File: config.mk
export PLATFORM = sky130hd
export DESIGN_NAME = serial_adder_ctrl
export DESIGN_NICKNAME = d
export VERILOG_FILES = /design/src/rtl/serial_adder_pkg.sv /design/src/rtl/full_adder.sv /design/src/rtl/serial_adder_ctrl.sv
export SDC_FILE = /design/constraint.sdc
export NUM_CORES = 1
export LEC_CHECK = 0
export CAP_MARGIN = 40
export CORE_AREA = 2 2 61 86
export DETAILED_ROUTE_END_ITERATION = 16
export DIE_AREA = 0 0 63 88
export PLACE_DENSITY = 0.61
export SKIP_LAST_GASP = 1
export SLEW_MARGIN = 20
export SYNTH_ARGS = -nofsm -noshare
export SYNTH_HDL_FRONTEND = slang
export SYNTH_SLANG_ARGS = --single-unit
File: constraint.sdc
create_clock -name CLK -period 1.8 [get_ports CLK]
set_clock_uncertainty 0.15 [all_clocks]
set_input_delay 0.18 -clock CLK [delete_from_list [all_inputs] [get_ports CLK]]
set_output_delay 0.18 -clock CLK [all_outputs]
set_load 0.02 [all_outputs]
File: src/rtl/serial_adder_pkg.sv
`default_nettype none
// ============================================================================
// Module      : serial_adder_pkg
// Description : Shared constants for the bit-serial adder controller. Holds the
//               FSM state encoding, default operand width and counter width.
// Revision    : 1.0  initial release
// ============================================================================
package serial_adder_pkg;

   // FSM state encoding
   typedef logic [1:0] state_t;
   localparam logic [1:0] ST_IDLE  = 2'd0;
   localparam logic [1:0] ST_SHIFT = 2'd1;
   localparam logic [1:0] ST_DONE  = 2'd2;

   localparam int SA_DEFAULT_WIDTH = 8;

   // Bit counter width; never narrower than one bit
   function automatic int cnt_width(input int width);
      return (width <= 2) ? 1 : $clog2(width);
   endfunction

endpackage
`default_nettype wire

File: src/rtl/full_adder.sv
`default_nettype none
// ============================================================================
// Module      : full_adder
// Description : Single-bit full adder cell shared by the serial adder.
// Revision    : 1.0  initial release
// ============================================================================
module full_adder (
   input  logic a,
   input  logic b,
   input  logic cin,
   output logic sum,
   output logic cout
);

   assign sum  = a ^ b ^ cin;
   assign cout = (a & b) | (a & cin) | (b & cin);

endmodule
`default_nettype wire

File: src/rtl/serial_adder_ctrl.sv
`default_nettype none
// ============================================================================
// Module      : serial_adder_ctrl
// Description : Bit-serial adder controller. Adds two WIDTH-bit operands LSB
//               first through one full_adder cell, one bit per cycle, with a
//               registered carry fed back between bits. Start/busy/done
//               handshake. Optional signed-overflow output is enabled by the
//               macro SERIAL_ADDER_OVF_EN.
// Revision    : 1.0  initial release
// ============================================================================
module serial_adder_ctrl
   import serial_adder_pkg::*;
#(
   parameter int WIDTH = SA_DEFAULT_WIDTH
) (
   input  logic             CLK,
   input  logic             RST_N,
   input  logic             START,
   input  logic [WIDTH-1:0] OP_A,
   input  logic [WIDTH-1:0] OP_B,
   input  logic             CIN,
   output logic             BUSY,
   output logic             DONE,
   output logic [WIDTH-1:0] SUM,
   output logic             COUT
`ifdef SERIAL_ADDER_OVF_EN
   ,
   output logic             OVF
`endif
);

   localparam int               CNT_W    = cnt_width(WIDTH);
   localparam logic [CNT_W-1:0] CNT_LAST = CNT_W'(WIDTH - 1);

   state_t             state_q, state_d;
   logic [WIDTH-1:0]   a_sr_q, a_sr_d;
   logic [WIDTH-1:0]   b_sr_q, b_sr_d;
   // Holds the result bits gathered so far, MSB-aligned; the newest bit is
   // prepended each cycle so a full WIDTH-bit word exists only on the last bit.
   logic [WIDTH-2:0]   sum_sr_q, sum_sr_d;
   logic               carry_q, carry_d;
   logic [CNT_W-1:0]   cnt_q, cnt_d;
   logic [WIDTH-1:0]   sum_q, sum_d;
   logic               cout_q, cout_d;
`ifdef SERIAL_ADDER_OVF_EN
   logic               ovf_q, ovf_d;
`endif

   logic               fa_sum;
   logic               fa_cout;
   logic [WIDTH-1:0]   sum_next;

   // The single shared bit cell
   full_adder u_bit_cell (
      .a    (a_sr_q[0]),
      .b    (b_sr_q[0]),
      .cin  (carry_q),
      .sum  (fa_sum),
      .cout (fa_cout)
   );

   assign sum_next = {fa_sum, sum_sr_q};

   // Next-state logic: FSM, operand shifters, carry loop and result capture
   always_comb begin
      state_d  = state_q;
      a_sr_d   = a_sr_q;
      b_sr_d   = b_sr_q;
      sum_sr_d = sum_sr_q;
      carry_d  = carry_q;
      cnt_d    = cnt_q;
      sum_d    = sum_q;
      cout_d   = cout_q;
`ifdef SERIAL_ADDER_OVF_EN
      ovf_d    = ovf_q;
`endif
      case (state_q)
         ST_IDLE: begin
            if (START) begin
               state_d = ST_SHIFT;
               a_sr_d  = OP_A;
               b_sr_d  = OP_B;
               carry_d = CIN;
               cnt_d   = '0;
            end
         end
         ST_SHIFT: begin
            a_sr_d   = a_sr_q >> 1;
            b_sr_d   = b_sr_q >> 1;
            carry_d  = fa_cout;
            sum_sr_d = sum_next[WIDTH-1:1];
            cnt_d    = cnt_q + 1'b1;
            if (cnt_q == CNT_LAST) begin
               state_d = ST_DONE;
               sum_d   = sum_next;
               cout_d  = fa_cout;
`ifdef SERIAL_ADDER_OVF_EN
               // carry_q is the carry into the MSB on this last bit
               ovf_d   = carry_q ^ fa_cout;
`endif
            end
         end
         ST_DONE: begin
            state_d = ST_IDLE;
         end
         default: begin
            state_d = ST_IDLE;
         end
      endcase
   end

   // State registers with asynchronous active-low reset
   always_ff @(posedge CLK or negedge RST_N) begin
      if (!RST_N) begin
         state_q  <= ST_IDLE;
         a_sr_q   <= '0;
         b_sr_q   <= '0;
         sum_sr_q <= '0;
         carry_q  <= 1'b0;
         cnt_q    <= '0;
         sum_q    <= '0;
         cout_q   <= 1'b0;
`ifdef SERIAL_ADDER_OVF_EN
         ovf_q    <= 1'b0;
`endif
      end else begin
         state_q  <= state_d;
         a_sr_q   <= a_sr_d;
         b_sr_q   <= b_sr_d;
         sum_sr_q <= sum_sr_d;
         carry_q  <= carry_d;
         cnt_q    <= cnt_d;
         sum_q    <= sum_d;
         cout_q   <= cout_d;
`ifdef SERIAL_ADDER_OVF_EN
         ovf_q    <= ovf_d;
`endif
      end
   end

   assign BUSY = (state_q == ST_SHIFT) || (state_q == ST_DONE);
   assign DONE = (state_q == ST_DONE);
   assign SUM  = sum_q;
   assign COUT = cout_q;
`ifdef SERIAL_ADDER_OVF_EN
   assign OVF  = ovf_q;
`endif

endmodule
`default_nettype wire
==> flow_metrics.env <==
export IMPL_clock_sinks=38
export IMPL_grt_pass1_wl_mm=6.486
export IMPL_die_w_um=63
export IMPL_start_kind="flop"
export IMPL_wl_per_cell_um=14.40
export IMPL_portBuffers=30
export IMPL_power_total_uw=4289
export IMPL_power_density_nw_per_um2=1753
export IMPL_htreeDepth=2
export IMPL_gr_usage_met2=0.2795
export IMPL_use_met1=0.1638
export IMPL_cp_arrival_ps=1770
export IMPL_synth_area_leaders="dfrtp_1 52%, mux2_2 9.8%, a221oi_2 6.5%"
export IMPL_grt_pass1_vias=1416
export IMPL_row_count=30
export IMPL_crit_top_cell="buf_12"
export IMPL_critPathKind="reg2reg"
export IMPL_cp_cell_sequence="buf_4 > ha_1 > buf_12 > nand2_2 > buf_12 > mux2_2"
export IMPL_syn_num_nets=184
export IMPL_cp_max_fo=23
export IMPL_post_cts_buffers=0
export IMPL_ant_nets=0
export IMPL_grt_usage=0.1519
export IMPL_synth_compound_area_frac=0.1739
export IMPL_async_flop_share=1.000
export IMPL_grt_max_degree=39
export IMPL_synth_edf_count=0
export IMPL_path_buf_inv=3
export IMPL_synth_area_mux_share=0.09783
export IMPL_critical_path_slowest_cell="dfrtp_1"
export IMPL_synth_seq_cells=38
export IMPL_numCtsBuffers=5
export IMPL_die_y_um=88
export IMPL_drive_above_1_share=0.2626
export IMPL_endpoint_kind="flop"
export IMPL_status="complete, no violations"
export IMPL_relSlewSlack=0.6729
export IMPL_min_period_ps=1743
export IMPL_busiest_layer="met2"
export IMPL_leakage_uw=0.001094
export IMPL_ios=31
export IMPL_syn_cell_area_um2=1842
export IMPL_wl_mm=3.774
export IMPL_syn_avg_cell_area_um2=11.66
export IMPL_yosysTopAreaCellShare=0.5163
export IMPL_die_area_um2=5544
export IMPL_cts_tree="yes"
export IMPL_diodes=0
export IMPL_area_growth_pct=32.81
export IMPL_cp_data_required_time_ps=1820
export IMPL_yosysMostFrequentCell="dfrtp_1"
export IMPL_clk_path_buf_depth=2
export IMPL_maxSlewViolCount=0
export IMPL_hold_violations=0
export IMPL_synth_simple_area_share=0.1026
export IMPL_grt_overflow=0
export IMPL_yosysWarnings=0
export IMPL_via_per_inst=5.160
export IMPL_num_vias=1352
export IMPL_clkTransAtPathRegs_ps=80
export IMPL_antenna_found_initial=0
export IMPL_fin_crit_sh=0.9685
export IMPL_hp_class="in2async"
export IMPL_synth_common_cells="38 x dfrtp_1, 16 x mux2_2, 13 x inv_1, 13 x nor2_1"
export IMPL_setup_tns_ps=0
export IMPL_core_area_um2=4767
export IMPL_dpl_hpwl_mm=2.647
export IMPL_start_util=0.3864
export IMPL_synth_cells=158
export IMPL_tightest_slew_ps=490.7
export IMPL_synth_adder_area_share=0.04484
export IMPL_drc=0
export IMPL_final_util=0.5131
export IMPL_synth_top_cell_by_area="dfrtp_1"
export IMPL_cpPeakStageDelay_ps=380
export IMPL_yosys_cell_types_count=32
export IMPL_rsz0062_at_grt="no"
export IMPL_max_freq_mhz=573.6
export IMPL_cts_root_buf="clkbuf_8"
export IMPL_fin_nets=223
export IMPL_maxCapViolCount=0
export IMPL_ys_flop_type="dfrtp_1"
export IMPL_finalSetupViolations=0
export IMPL_worstSkewPairLatency_ps=280
export IMPL_synth_top_family_by_area="compound AO/OA/AOI/OAI gates"
export IMPL_seq_area_frac_synth=0.5163
export IMPL_yosys_area_share_xor_xnor=0
export IMPL_drt_iter0_drc=32
export IMPL_ir_drop_mv=0.8232
export IMPL_drtPass1Iterations=4
export IMPL_routabilityCongestion=0.7400
export IMPL_cp_top_family="buffers and inverters"
export IMPL_met3_usage=0.04370
-- metrics by stage --
step           std cells  cell area [um^2]  setup slack (ps)  hold WS, ps
6_report             262              2446             56.69        174.5
5_1_grt              262              2446             3.262        203.6
4_1_cts              262              2425             5.823        188.8
3_5_place_dp         254              2278            -37.55        317.2
3_3_place_gp         253              2271            -342.6        319.4
2_1_floorplan        158              1842             183.9       -265.6
-- state kept, by name, indices dropped and copies added, names as in the netlist --
name and flops:
COUT 1, SUM 8, a_sr_q 8, b_sr_q 8, carry_q 1, cnt_q 3, state_q 2, sum_sr_q 7
-- final timing paths --
check / to / cells past startpoint / slack [ps] / from
max: SUM[1] / 6 / 60 / state_q[0]
min: SUM[4] / 2 / 170 / RST_N
max reg2reg: SUM[1] / 6 / 60 / state_q[0]
min reg2reg: cnt_q[0] / 1 / 330 / cnt_q[0]
max in group asynchronous: sum_sr_q[4] / 2 / 990 / RST_N
min in group CLK: cnt_q[0] / 1 / 330 / cnt_q[0]
-- routing by layer --
layer | part of all wire | routed length (um)
met1 | 0.44 | 1658
met2 | 0.51 | 1924
met3 | 0.043 | 162
met4 | 0.0077 | 29
met5 | 0 | 0
-- worst reg2reg max path, cell delays in order, from the launching register on --
cell and delay (ps):
dfrtp_1 380, buf_4 140, ha_1 240, buf_12 180, nand2_2 80, buf_12 130, mux2_2 330
-- area by class of cell --
| type | instances | area (um^2) |
|---|---|---|
| fillers | 435 | 2321 |
| flip-flops and latches | 38 | 950.9 |
| multi-input cells | 95 | 779.5 |
| repair buffers | 43 | 440.4 |
| clock buffers | 6 | 82.58 |
| well taps | 64 | 80.08 |
| clock inverters | 2 | 60.06 |
| inverters | 14 | 52.55 |
-- cells by family after synthesis --
| group | after synthesis |
|---|---|
| DFF | 38 |
| AOI/OAI and AO/OA | 37 |
| muxes | 16 |
| and+or+nand+nor | 36 |
| buffers and inverters | 25 |
| adders and majority gates | 6 |
-- layout by cell type (no fill, tap or decap), types with 3 or more instances in the layout --
| master | netlist | final |
|---|---|---|
| nor2_1 | 13 | 12 |
| a221oi_2 | 8 | 8 |
| buf_4 | 3 | 9 |
| mux2_2 | 16 | 16 |
| inv_1 | 13 | 13 |
| ha_1 | 5 | 5 |
| nand2_1 | 5 | 3 |
| nand3b_1 | 3 | 3 |
| dfrtp_1 | 38 | 38 |
| o22ai_1 | 8 | 8 |
| nand3_1 | 5 | 5 |
| clkbuf_8 | 0 | 6 |
| buf_12 | 0 | 3 |
| clkdlybuf4s50_1 | 0 | 28 |
| o21ai_0 | 5 | 5 |
| a21oi_1 | 4 | 4 |
-- power breakdown --
group	internal, uW	leakage, uW	total, uW	switching (uW)
Combinational	980	0.000560	1930	946
Clock	591	0.0000714	894	302
Sequential	1240	0.000463	1470	233
Total	2810	0.00109	4290	1480
-- timing repair --
action | CTS | global route
endpoints found under the setup margin | 12 | 21
resized for setup | 4 | 6
hold buffers | 0 | 0
Power figures use the tool's default switching activity.
